$ cat config.mk
export PLATFORM = sky130hd
export DESIGN_NAME = g_sensor_spi_responder_flat
export DESIGN_NICKNAME = d
export VERILOG_FILES = /design/src/rtl/g_sensor_pkg.sv /design/src/rtl/g_sensor_spi_responder_if.sv /design/src/rtl/g_sensor_spi_responder_spi_sync_edge.sv /design/src/rtl/g_sensor_spi_responder.sv /design/src/flat_wrapper.sv
export SDC_FILE = /design/constraint.sdc
export NUM_CORES = 1
export LEC_CHECK = 0
export BUFFER_PORTS_ARGS = -buffer_cell sky130_fd_sc_hd__buf_2
export CAP_MARGIN = 20
export CORE_UTILIZATION = 40
export CTS_CLUSTER_DIAMETER = 200
export DETAILED_ROUTE_END_ITERATION = 10
export GPL_TIMING_DRIVEN = 0
export SLEW_MARGIN = 10
export SYNTH_ARGS = -nofsm -noshare
export SYNTH_HDL_FRONTEND = slang
export SYNTH_HIERARCHICAL = 1
export SYNTH_SLANG_ARGS = --single-unit
$ cat constraint.sdc
create_clock -name CLOCK_50 -period 7.6 [get_ports CLOCK_50]
set_input_delay 0.38 -clock CLOCK_50 [delete_from_list [all_inputs] [get_ports CLOCK_50]]
set_output_delay 0.38 -clock CLOCK_50 [all_outputs]
set_load 0.01 [all_outputs]
$ cat src/rtl/g_sensor_pkg.sv
// Shared constants, register map and FSM state type for the g-sensor SPI responder.
package g_sensor_pkg;

  localparam logic [7:0] DEVID_DEFAULT   = 8'hE5;
  localparam int         CMD_RW_BIT      = 7;
  localparam int         CMD_MB_BIT      = 6;

  localparam logic [5:0] ADDR_DEVID      = 6'h00;
  localparam logic [5:0] ADDR_RAM_LO     = 6'h1E;
  localparam logic [5:0] ADDR_RAM_HI     = 6'h31;
  localparam logic [5:0] ADDR_INT_ENABLE = 6'h2E;
  localparam logic [5:0] ADDR_DATA_LO    = 6'h32;
  localparam logic [5:0] ADDR_DATA_HI    = 6'h37;

  localparam int RAM_DEPTH  = 20;
  localparam int INT_EN_IDX = 16;  // 0x2E - 0x1E

  typedef enum logic [1:0] {
    ST_IDLE,
    ST_CMD,
    ST_RD,
    ST_WR
  } spi_state_t;

  function automatic logic is_ram_addr(input logic [5:0] a);
    return (a >= ADDR_RAM_LO) && (a <= ADDR_RAM_HI);
  endfunction

  function automatic logic is_data_addr(input logic [5:0] a);
    return (a >= ADDR_DATA_LO) && (a <= ADDR_DATA_HI);
  endfunction

endpackage

$ cat src/rtl/g_sensor_spi_responder_if.sv
// SPI pin bundle between the accelerometer controller (master) and the responder (slave).
interface g_sensor_spi_responder_if;
  logic spi_sclk;
  logic spi_cs_n;
  logic spi_sdi;
  logic spi_sdo;
  logic spi_sdo_oe;

  modport master (output spi_sclk, output spi_cs_n, output spi_sdi,
                  input  spi_sdo,  input  spi_sdo_oe);
  modport slave  (input  spi_sclk, input  spi_cs_n, input  spi_sdi,
                  output spi_sdo,  output spi_sdo_oe);
endinterface

$ cat src/rtl/g_sensor_spi_responder_spi_sync_edge.sv
// Multi-flop synchronizer for one asynchronous SPI pin with rise/fall detection.
module spi_sync_edge #(
  parameter int   STAGES    = 2,
  parameter logic RESET_VAL = 1'b0
) (
  input  logic clk,
  input  logic rst,
  input  logic din,
  output logic level,
  output logic rise,
  output logic fall
);

  logic [STAGES-1:0] sync;
  logic              prev;

  always_ff @(posedge clk or posedge rst) begin
    if (rst) begin
      sync <= {STAGES{RESET_VAL}};
      prev <= RESET_VAL;
    end else begin
      sync <= {sync[STAGES-2:0], din};
      prev <= sync[STAGES-1];
    end
  end

  assign level = sync[STAGES-1];
  assign rise  = level & ~prev;
  assign fall  = ~level & prev;

endmodule

$ cat src/rtl/g_sensor_spi_responder.sv
// SPI mode-3 register responder for an accelerometer: ID, scratch RAM, coherent sample readout, DATA_READY.
//   state   | meaning
//   ST_IDLE | chip select high; sample shadow may copy into data registers
//   ST_CMD  | shifting in the command byte
//   ST_RD   | shifting out register bytes on spi_sdo
//   ST_WR   | shifting in data bytes, committing each after its 8th bit
module g_sensor_spi_responder
  import g_sensor_pkg::*;
#(
  parameter logic [7:0] DEVID       = DEVID_DEFAULT,
  parameter int         SYNC_STAGES = 2
) (
  input  logic                      CLOCK_50,
  input  logic                      reset,
  g_sensor_spi_responder_if.slave   spi,
  input  logic [15:0]               accel_x,
  input  logic [15:0]               accel_y,
  input  logic [15:0]               accel_z,
  input  logic                      accel_valid,
  output logic                      int1
);

  logic sclk_rise, sclk_fall, sclk_level_unused;
  logic cs_rise, cs_fall, cs_level_unused;
  logic sdi_level, sdi_rise_unused, sdi_fall_unused;

  spi_sync_edge #(.STAGES(SYNC_STAGES), .RESET_VAL(1'b1)) u_sync_sclk (
    .clk(CLOCK_50), .rst(reset), .din(spi.spi_sclk),
    .level(sclk_level_unused), .rise(sclk_rise), .fall(sclk_fall));

  // cs_n resets as "asserted" so a select held low across reset never looks like a fresh fall.
  spi_sync_edge #(.STAGES(SYNC_STAGES), .RESET_VAL(1'b0)) u_sync_cs (
    .clk(CLOCK_50), .rst(reset), .din(spi.spi_cs_n),
    .level(cs_level_unused), .rise(cs_rise), .fall(cs_fall));

  spi_sync_edge #(.STAGES(SYNC_STAGES), .RESET_VAL(1'b0)) u_sync_sdi (
    .clk(CLOCK_50), .rst(reset), .din(spi.spi_sdi),
    .level(sdi_level), .rise(sdi_rise_unused), .fall(sdi_fall_unused));

  spi_state_t  state;
  logic [2:0]  bit_cnt;
  logic [6:0]  shift_in;
  logic [7:0]  shift_out;
  logic [5:0]  addr;
  logic        mb;
  logic        rd_hit;
  logic [7:0]  ram [0:RAM_DEPTH-1];
  logic [15:0] shadow_x, shadow_y, shadow_z;
  logic [15:0] data_x, data_y, data_z;
  logic        pending;

  logic [7:0]  rx_byte;
  logic [7:0]  rd_byte;
  logic [4:0]  ram_off;

  assign rx_byte = {shift_in, sdi_level};
  assign ram_off = 5'(addr - ADDR_RAM_LO);

  always_comb begin
    rd_byte = 8'h00;
    if (addr == ADDR_DEVID) begin
      rd_byte = DEVID;
    end else if (is_ram_addr(addr)) begin
      rd_byte = ram[ram_off];
    end else begin
      case (addr)
        6'h32:   rd_byte = data_x[7:0];
        6'h33:   rd_byte = data_x[15:8];
        6'h34:   rd_byte = data_y[7:0];
        6'h35:   rd_byte = data_y[15:8];
        6'h36:   rd_byte = data_z[7:0];
        6'h37:   rd_byte = data_z[15:8];
        default: rd_byte = 8'h00;
      endcase
    end
  end

  always_ff @(posedge CLOCK_50 or posedge reset) begin
    if (reset) begin
      state          <= ST_IDLE;
      bit_cnt        <= '0;
      shift_in       <= '0;
      shift_out      <= '0;
      addr           <= '0;
      mb             <= 1'b0;
      rd_hit         <= 1'b0;
      spi.spi_sdo    <= 1'b0;
      spi.spi_sdo_oe <= 1'b0;
      int1           <= 1'b0;
      for (int i = 0; i < RAM_DEPTH; i++) ram[i] <= '0;
      shadow_x       <= '0;
      shadow_y       <= '0;
      shadow_z       <= '0;
      data_x         <= '0;
      data_y         <= '0;
      data_z         <= '0;
      pending        <= 1'b0;
    end else begin
      if (accel_valid) begin
        shadow_x <= accel_x;
        shadow_y <= accel_y;
        shadow_z <= accel_z;
        pending  <= 1'b1;
      end

      if (cs_rise) begin
        state          <= ST_IDLE;
        spi.spi_sdo    <= 1'b0;
        spi.spi_sdo_oe <= 1'b0;
        rd_hit         <= 1'b0;
        if (rd_hit) int1 <= 1'b0;
      end else begin
        case (state)
          ST_IDLE: begin
            if (cs_fall) begin
              state   <= ST_CMD;
              bit_cnt <= '0;
            end
          end
          ST_CMD: begin
            if (sclk_rise) begin
              bit_cnt  <= bit_cnt + 3'd1;
              shift_in <= rx_byte[6:0];
              if (bit_cnt == 3'd7) begin
                addr  <= rx_byte[5:0];
                mb    <= rx_byte[CMD_MB_BIT];
                state <= rx_byte[CMD_RW_BIT] ? ST_RD : ST_WR;
              end
            end
          end
          ST_RD: begin
            if (sclk_fall) begin
              spi.spi_sdo_oe <= 1'b1;
              if (bit_cnt == 3'd0) begin
                spi.spi_sdo <= rd_byte[7];
                shift_out   <= {rd_byte[6:0], 1'b0};
                if (is_data_addr(addr)) rd_hit <= 1'b1;
              end else begin
                spi.spi_sdo <= shift_out[7];
                shift_out   <= {shift_out[6:0], 1'b0};
              end
            end
            if (sclk_rise) begin
              bit_cnt <= bit_cnt + 3'd1;
              if (bit_cnt == 3'd7 && mb) addr <= addr + 6'd1;
            end
          end
          ST_WR: begin
            if (sclk_rise) begin
              bit_cnt  <= bit_cnt + 3'd1;
              shift_in <= rx_byte[6:0];
              if (bit_cnt == 3'd7) begin
                if (is_ram_addr(addr)) ram[ram_off] <= rx_byte;
                if (mb) addr <= addr + 6'd1;
              end
            end
          end
          default: state <= ST_IDLE;
        endcase
      end

      // Placed after the clear so a coincident set takes priority.
      if (state == ST_IDLE && pending) begin
        data_x  <= shadow_x;
        data_y  <= shadow_y;
        data_z  <= shadow_z;
        pending <= accel_valid;
        if (ram[INT_EN_IDX][7]) int1 <= 1'b1;
      end
    end
  end

endmodule

$ cat src/flat_wrapper.sv
// flat-port wrapper written by rule: the top's interface ports become plain ports
module g_sensor_spi_responder_flat import g_sensor_pkg::*;
#(
  parameter logic [7:0] DEVID       = DEVID_DEFAULT,
  parameter int         SYNC_STAGES = 2
)
  (CLOCK_50, reset, accel_x, accel_y, accel_z, accel_valid, int1, spi_spi_sclk, spi_spi_cs_n, spi_spi_sdi, spi_spi_sdo, spi_spi_sdo_oe);
  g_sensor_spi_responder_if spi_i ();
  input  logic CLOCK_50;
  input  logic reset;
  input  logic [15:0] accel_x;
  input  logic [15:0] accel_y;
  input  logic [15:0] accel_z;
  input  logic accel_valid;
  output logic int1;
  input wire logic [$bits(spi_i.spi_sclk)-1:0] spi_spi_sclk;
  input wire logic [$bits(spi_i.spi_cs_n)-1:0] spi_spi_cs_n;
  input wire logic [$bits(spi_i.spi_sdi)-1:0] spi_spi_sdi;
  output wire logic [$bits(spi_i.spi_sdo)-1:0] spi_spi_sdo;
  output wire logic [$bits(spi_i.spi_sdo_oe)-1:0] spi_spi_sdo_oe;
  assign spi_i.spi_sclk = spi_spi_sclk;
  assign spi_i.spi_cs_n = spi_spi_cs_n;
  assign spi_i.spi_sdi = spi_spi_sdi;
  assign spi_spi_sdo = spi_i.spi_sdo;
  assign spi_spi_sdo_oe = spi_i.spi_sdo_oe;
  g_sensor_spi_responder #(.DEVID(DEVID), .SYNC_STAGES(SYNC_STAGES)) u_core (.CLOCK_50(CLOCK_50), .reset(reset), .spi(spi_i), .accel_x(accel_x), .accel_y(accel_y), .accel_z(accel_z), .accel_valid(accel_valid), .int1(int1));
endmodule
Yosys cells after proc, flatten, opt, wreduce, memory -nomap -nowiden
Cells that the tools add are included.
{ "classes": {"eq_ne": 22, "reduce_logical": 26, "n_bitwise": 10, "mux": 45, "n_addsub": 3, "magnitude_cmp": 6} }
{ "op_table": {"columns": ["op", "count"], "rows": [
  ["160-bit bitwise mux", 1],
  ["8-bit two-way mux", 6],
  ["8-bit case mux with 6 select lines", 1],
  ["6-bit two-way mux", 7],
  ["8-bit binary-select mux with 5-bit select", 1],
  ["8-bit demux with 5-bit select", 1],
  ["6-bit == test, second input constant", 6],
  ["1-bit two-way mux", 19],
  ["2-bit by 1-bit != test with 1-bit output, second input constant", 9],
  ["6-bit case mux with 3 select lines", 1],
  ["6-bit greater-or-equal comparator, second input constant", 2],
  ["6-bit <= comparator, second input constant", 2],
  ["4-bit AND reduction", 3],
  ["2-bit nonzero test", 5],
  ["3-bit by 1-bit != test with 1-bit output, second input constant", 3],
  ["3-bit AND reduction", 3],
  ["9-bit AND reduction", 1],
  ["2-bit two-way mux", 4],
  ["6-bit by 1-bit adder with 6-bit output, second input constant", 1],
  ["6-bit by 5-bit greater-or-equal comparator with 1-bit output, second input constant", 1],
  ["6-bit zero test", 1],
  ["6-bit by 1-bit less-than comparator with 1-bit output, second input constant", 1],
  ["3-bit two-way mux", 2],
  ["5-bit NOT with 6-bit output", 1],
  ["17 further kinds", 30]
]} }
{ "word_totals": {"word_cells": 154, "input_bits": 54, "output_inout_bits": 3, "regBits": 296} }

Depth between registers and ports, before layout
Gate-level depths: netlist of the first run.
{ "logic_depth": {"depth_word": 11, "depth_mapped": 15, "ltp_nobuf": 8} }

By module
The synthesis of the first run kept the hierarchy.
{ "modules_own_cells": {"columns": ["module", "cells_each", "area_each_um2", "n_inst"], "rows": [
  ["g_sensor_spi_responder", 918, 13170.1, 1],
  ["spi_sync_edge at u_core.u_sync_cs ...", 6, 93.8, 2],
  ["spi_sync_edge at u_core.u_sync_sclk", 6, 97.6, 1]
]} }

Worst setup path after synthesis of the first run
Ideal clock, no wire load.
{ "synth_path": {"path_type": "register to register", "startpoint": "register u_core.addr[1]", "endpoint": "register u_core/ram[88] (netlist bit)", "slack_ns": 4.627, "synth_period_minus_slack_ns": 2.973, "t_arrival_ns": 2.848, "path_stages_with_launch": 15, "path_cell_list": "dfrtp_1 buf_6 buf_8 buf_4 buf_2 buf_4 inv_1 ha_1 buf_2 o21a_1 o22a_1 buf_4 nand3_4 nor3_4 mux2_2"} }
{ "synth_between": {"elab_chain_len": 7, "elab_cells_between_ends": 12} }
{ "synth_rtl": {"columns": ["item", "line", "source"], "rows": [
  ["start, declared", "g_sensor_spi_responder.sv:44", "logic [5:0] addr;"],
  ["start signal, assigned", "g_sensor_spi_responder.sv:125", "addr <= rx_byte[5:0];"],
  ["start signal, assigned", "g_sensor_spi_responder.sv:145", "if (bit_cnt == 3'd7 && mb) addr <= addr + 6'd1;"],
  ["start signal, assigned", "g_sensor_spi_responder.sv:154", "if (mb) addr <= addr + 6'd1;"],
  ["5-bit subtractor", "g_sensor_spi_responder.sv:57", "assign ram_off = 5'(addr - ADDR_RAM_LO);"],
  ["5-bit NOT with 6-bit output (not written as such)", "g_sensor_spi_responder.sv:153", "if (is_ram_addr(addr)) ram[ram_off] <= rx_byte;"],
  ["6-bit greater-or-equal comparator (not written as such) / 6-bit by 1-bit less-than comparator with 1-bit output (equally long branches)", "g_sensor_spi_responder.sv:153", null],
  ["1-bit logical AND (not written as such)", "g_sensor_spi_responder.sv:153", null],
  ["8-bit two-way mux (not written as such)", "g_sensor_spi_responder.sv:153", null],
  ["8-bit demux with 5-bit select", "g_sensor_spi_responder.sv:153", null],
  ["160-bit bitwise mux", "g_sensor_spi_responder.sv:153", null],
  ["end signal, assigned by index", "g_sensor_spi_responder.sv:153", null],
  ["end, declared", "g_sensor_spi_responder.sv:47", "logic [7:0] ram [0:RAM_DEPTH-1];"]
]} }
Parallel ways exist; a longest one is shown, timed or not.
A chain may end at the register's enable or synchronous reset.

Final worst setup path of the first run
{ "layout_path": {"startpoint": "register u_core.addr[1]", "endpoint": "register u_core/ram[53] (netlist bit)"} }
The elaborated chain is that of the path after synthesis.

==> impl_metrics.ini, run 1 <==
[power]
peakVddDrop_uv = 144.6
leakage_nw = 6.977
power_density_nw_per_um2 = 252.1

[cts]
clockRootBuffer = clkbuf_16
htree_num_levels = 2
path_clk_slew_ps = 60
cts_resized = 0
cts_buffers = 35
post_cts.repair.setup_buffers = 0
clock_latency_ps = 530
cts_hold_buf = 4
cts_tree = yes
cts_sinks = 295
clock_path_buffers = 3

[synthesis]
synth.cell_area_um2 = 13420
syn_inst = 933
synth_nets = 996
ys_warn_count = 6
avgSynthCellArea_um2 = 14.38

[global_route]
grt_antenna_before_repair = 0
grt_start_max_net_pins = 38
grt_first_pass_wirelength_um = 51030
grt-ovfl-total = 0
grt_pass1_vias = 8450
grt_usage_pct = 19.98

[sta]
slew_headroom_pct = 31.40
tightest_slew_ps = 1021
hold_violations = 0
rsz0062_at_grt = no
whs_ps = 90.63
finalSetupViolCount = 0
final.min_clock_period_ps = 3836
period_share_pct = 50.47
slew_violations = 0
tns_ps = 0
clock_skew_ps = 18.21
fmax_ghz = 0.2607

[setup_path]
startpoint_type = register
cp-end-kind = register
critical_path.max_fanout = 10
worstPathArrival_ps = 4230
required_ps = 8000
critical_path_class = register to register
worstSetupStartpoint = u_core/addr[1]
r2r_cells = 14
r2r_end = u_core/ram[53]
regToRegSetupSlack_ps = 3760
timing.rr.start = u_core/addr[1]

[worst_hold_path]
worstHoldStart = accel_z[10]
holdPathStages = 2
hold_class = input port to register
holdPathEnd = u_core/shadow_z[10]

[routing]
routed_wl_um = 32550
vias_per_cell = 5.424
drc = 0
dr.pass1.iters = 5
drtAntennaViolNets = 0
via_count = 8152
avgRoutedWirePerCell_um = 21.66
drt-initial-drc-count = 403

[placement]
place_congestion = 0.7948
dpl.hpwl_um = 22020
port-buffer-count = 55

[die]
core_area_um2 = 32780
dieHeight_um = 185.1
fp-row-count = 66
initial_utilization_pct = 40.92
num_io_pins = 57
die_x_um = 185.1
die_area_um2 = 34280

[finish]
area_delta_synth_final_pct = 16.82
layout-drive-gt1-share_pct = 45.52
nNetsFinal = 1100
antenna_cells = 0

[flow_run]
maxCapViolCount = 0

[run_status]
outcome = finished clean
-- per-stage QoR --
step / setup slack [ps] / area [µm²] / utilization (%) / total power, mW / cells
after floorplan: 3415 / 13420 / - / 2.041 / 933
after global placement: 1502 / 14250 / 43.46 / 2.189 / 1430
after detailed placement: 3793 / 14410 / 43.95 / 2.207 / 1438
after CTS: 3769 / 15670 / 47.80 / 4.005 / 1503
after global routing: 3625 / 15670 / 47.80 / 4.118 / 1503
final: 3764 / 15670 / 47.80 / 3.951 / 1503
-- routing by layer --
layer | up-vias | GRT usage, % | share of wire (%)
met1 | 4289 | 27.37 | 46
met5 | - | 0 | 0
li1 | 3649 | - | -
met4 | 0 | 6.909 | 2.4
met2 | 162 | 31.94 | 47
met3 | 52 | 3.480 | 4.1
-- placed cells by master (no fill, tap or decap), types with 9 or more instances in the layout --
master	count
mux2_2	268
dfrtp_1	292
mux2i_1	16
mux4_2	33
nor2_1	23
buf_1	17
a21oi_1	23
nand2_1	22
a22oi_1	21
nor2_2	13
o21ai_0	20
buf_2	73
clkbuf_16	37
clkbuf_1	26
nand3_1	9
inv_1	12
ha_1	9
-- critical path: stages, from the launching register on --
cell and delay, ps:
dfrtp_1 430, buf_6 170, buf_8 160, buf_4 220, buf_2 270, buf_4 250
inv_1 120, ha_1 140, buf_2 280, o21a_1 170, o22a_1 120, buf_4 180
nand3_4 200, nor2_2 590, mux2_2 400
-- flip-flops by register name (all words and copies together) (netlist names), 2 cells and up --
name and cells:
u_core/shadow_x 16, u_core/ram 160, u_core/data_x 16, u_core/bit_cnt 3
u_core/shift_in 7, u_core/u_sync_cs/sync 2, u_core/u_sync_sclk/sync 2, u_core/u_sync_sdi/sync 2
u_core/data_y 16, u_core/shadow_y 16, u_core/data_z 16, u_core/shadow_z 16
u_core/state 2, u_core/addr 6, u_core/shift_out 7
-- worst max-delay path by stage --
stage / cells after the start / slack (ps) / endpoint
2_1_floorplan: 1 / 3410 / u_core/addr[0]
3_3_place_gp: 2 / 1500 / u_core/ram[37]
3_5_place_dp: 14 / 3790 / u_core/ram[52]
4_1_cts: 14 / 3770 / u_core/ram[53]
5_1_grt: 14 / 3620 / u_core/ram[55]
6_report: 14 / 3760 / u_core/ram[53]
-- power by group --
| part | switching, mW | leakage, nW | internal, mW |
|---|---|---|---|
| combinational | 0.226 | 2.51 | 0.168 |
| sequential | 0.0908 | 3.87 | 1.69 |
| clock | 0.656 | 0.595 | 1.12 |
-- final cells by class --
class	instances	area, µm²
sequential	295	7386
timing repair buffer	67	475.5
tap	442	553.0
clock buffer	50	1035
clock inverter	11	188.9
fill	2935	17110
buffer	62	300.3
inverter	13	52.55
multi-input combinational	563	5680
No activity file was read; power rests on OpenSTA's default activity.
==> run 2: changes to the inputs <==
==> constraint.sdc (replaced) <==
create_clock -name CLOCK_50 -period 3.53 [get_ports CLOCK_50]
set_input_delay 0.1765 -clock CLOCK_50 [delete_from_list [all_inputs] [get_ports CLOCK_50]]
set_output_delay 0.1765 -clock CLOCK_50 [all_outputs]
set_load 0.01 [all_outputs]
==> impl_metrics.ini, run 2 (synthesis results as in run 1) <==
[run_status]
outcome = finished clean

[placement]
port-buffer-count = 55
place_congestion = 0.7948
placedCellCount = 1438
dpl.hpwl_um = 22020

[sta]
tightest_slew_ps = 1004
slew_headroom_pct = 32.54
rsz0062_at_grt = no
final.min_clock_period_ps = 3199
period_share_pct = 90.64
clock_skew_ps = 18.00
finalSetupViolCount = 0
slew_violations = 0
hold_violations = 0
fmax_ghz = 0.3126

[setup_path]
max_stage_delay_ps = 430
r2r_cells = 12
timing.rr.start = u_core/addr[1]
required_ps = 3920
worstPathArrival_ps = 3590
critical_path.max_fanout = 28
cp_common_cell = buf_4
regToRegSetupSlack_ps = 330
critical_path.cell_chain = buf_6 -> buf_8 -> buf_4 -> inv_1 -> ha_1 -> buf_2 -> o21a_1 -> o22a_1 -> buf_4 -> nand3_4 -> nor2_4 -> mux2_2
crit_path_top_delay_cell = dfrtp_1
r2r_end = u_core/ram[7]
cp-end-kind = register
critical_path_class = register to register
startpoint_type = register

[finish]
nNetsFinal = 1152
final_cells = 1555
layout_common_cells = dfrtp_1, mux2_2, buf_2, dlygate4sd3_1, clkbuf_16
layout-drive-gt1-share_pct = 43.76
regMostFlops = u_core/ram
area_delta_synth_final_pct = 21.29
largest_register_ffs = 160
layout_commonest_cell = dfrtp_1
fillCellCount = 2864
antenna_cells = 0

[global_route]
grt-ovfl-total = 0
grt_first_pass_wirelength_um = 51630
grt_start_max_net_pins = 38
grt_antenna_before_repair = 0
grt_pass1_vias = 8656
grt_usage_pct = 20.18

[die]
core_area_um2 = 32780
num_io_pins = 57
die_area_um2 = 34280
fp-row-count = 66
dieHeight_um = 185.1
initial_utilization_pct = 40.92
die_x_um = 185.1

[routing]
drtAntennaViolNets = 0
routed_wl_um = 32830
drt-initial-drc-count = 453
via_count = 8343
vias_per_cell = 5.365
avgRoutedWirePerCell_um = 21.11
dr.pass1.iters = 7
drc = 0

[cts]
cts_sinks = 295
cts_tree = yes
cts_buffers = 35
path_clk_slew_ps = 50
htree_num_levels = 2
clock_latency_ps = 530
clockRootBuffer = clkbuf_16
clock_path_buffers = 3

[power]
power_density_nw_per_um2 = 525.7
leakage_nw = 7.207
p_total_mw = 8.554
peakVddDrop_uv = 307.2

[flow_run]
maxCapViolCount = 0

[worst_hold_path]
hold_class = input port to asynchronous set/reset pin
run 2: cell count changes in the layout (fill, tap and decap cells not counted):
cell / previous run / this run
buf_2: 73 / 71
dlygate4sd3_1: 4 / 52
buf_4: 5 / 9
buf_12: 8 / 10
nor2_4: 5 / 17
nor2_2: 13 / 1
run 2: worst max-delay path, delay by kind of cell (launching register included):
kind / cells / cell delay, ps
flip-flops: 1 / 430
buffers and inverters: 6 / 1190
AO/OA/AOI/OAI: 2 / 290
multiplexers: 1 / 380
adder cells (fa/ha/maj): 1 / 140
AND/OR/NAND/NOR: 2 / 610
run 2: worst max-delay path by stage:
| stage | end | slack, ps | start |
|---|---|---|---|
| after floorplan | u_core/addr[0] | -450 | reset |
| after global placement | u_core/ram[37] | -2360 | reset |
| after detailed placement | u_core/ram[52] | -280 | u_core/addr[1] |
| after CTS | u_core/ram[39] | 80 | u_core/addr[1] |
| after global routing | u_core/ram[55] | 190 | u_core/addr[1] |
| final | u_core/ram[7] | 330 | u_core/addr[1] |
run 2: layout make-up:
cell class                      count  area, µm²  share of cell area (%)
Timing Repair Buffer              122       1033                   6.351
Tap cell                          442      553.0                   3.399
Multi-Input combinational cell    563       5741                   35.28
Clock buffer                       50       1035                   6.359
Inverter                           13      52.55                  0.3230
Clock inverter                     11      188.9                   1.161
Buffer                             59      282.8                   1.738
Sequential cell                   295       7386                   45.39
run 2: power by group:
group          switching, mW  internal (mW)
sequential             0.196           3.65
combinational          0.496          0.395
clock                   1.41           2.40
run 2: repair_timing:
| item | 4_1_cts | 5_1_grt |
|---|---|---|
| hold endpoints to repair | 77 | 0 |
| hold buffers | 52 | 0 |
| endpoints found under the setup margin | 156 | 27 |
| pin swaps | 4 | 3 |
| gates cloned | 0 | 0 |
| gates resized for setup | 12 | 0 |
| setup buffers | 7 | 0 |
run 2: routing by layer:
metal / global-route usage (%) / share of wire (%) / vias to the layer above
met3: 3.539 / 4.2 / 52
met5: 0 / 0 / -
li1: - / - / 3749
met4: 6.876 / 2.2 / 0
met2: 32.66 / 48 / 173
met1: 27.35 / 46 / 4369
run 2: through the flow:
step	setup slack [ps]	setup TNS [ps]	instance area [µm²]	util [%]	hold slack, ps
after floorplan	-451.7	-129640	13420	-	-82.32
after detailed placement	-277.2	-24950	14410	43.95	78.60
final	330.6	0	16270	49.63	97.30
after CTS	84.16	0	16280	49.67	83.03
after global placement	-2364	-693430	14250	43.46	75.35
after global routing	186.6	0	16270	49.63	120.2
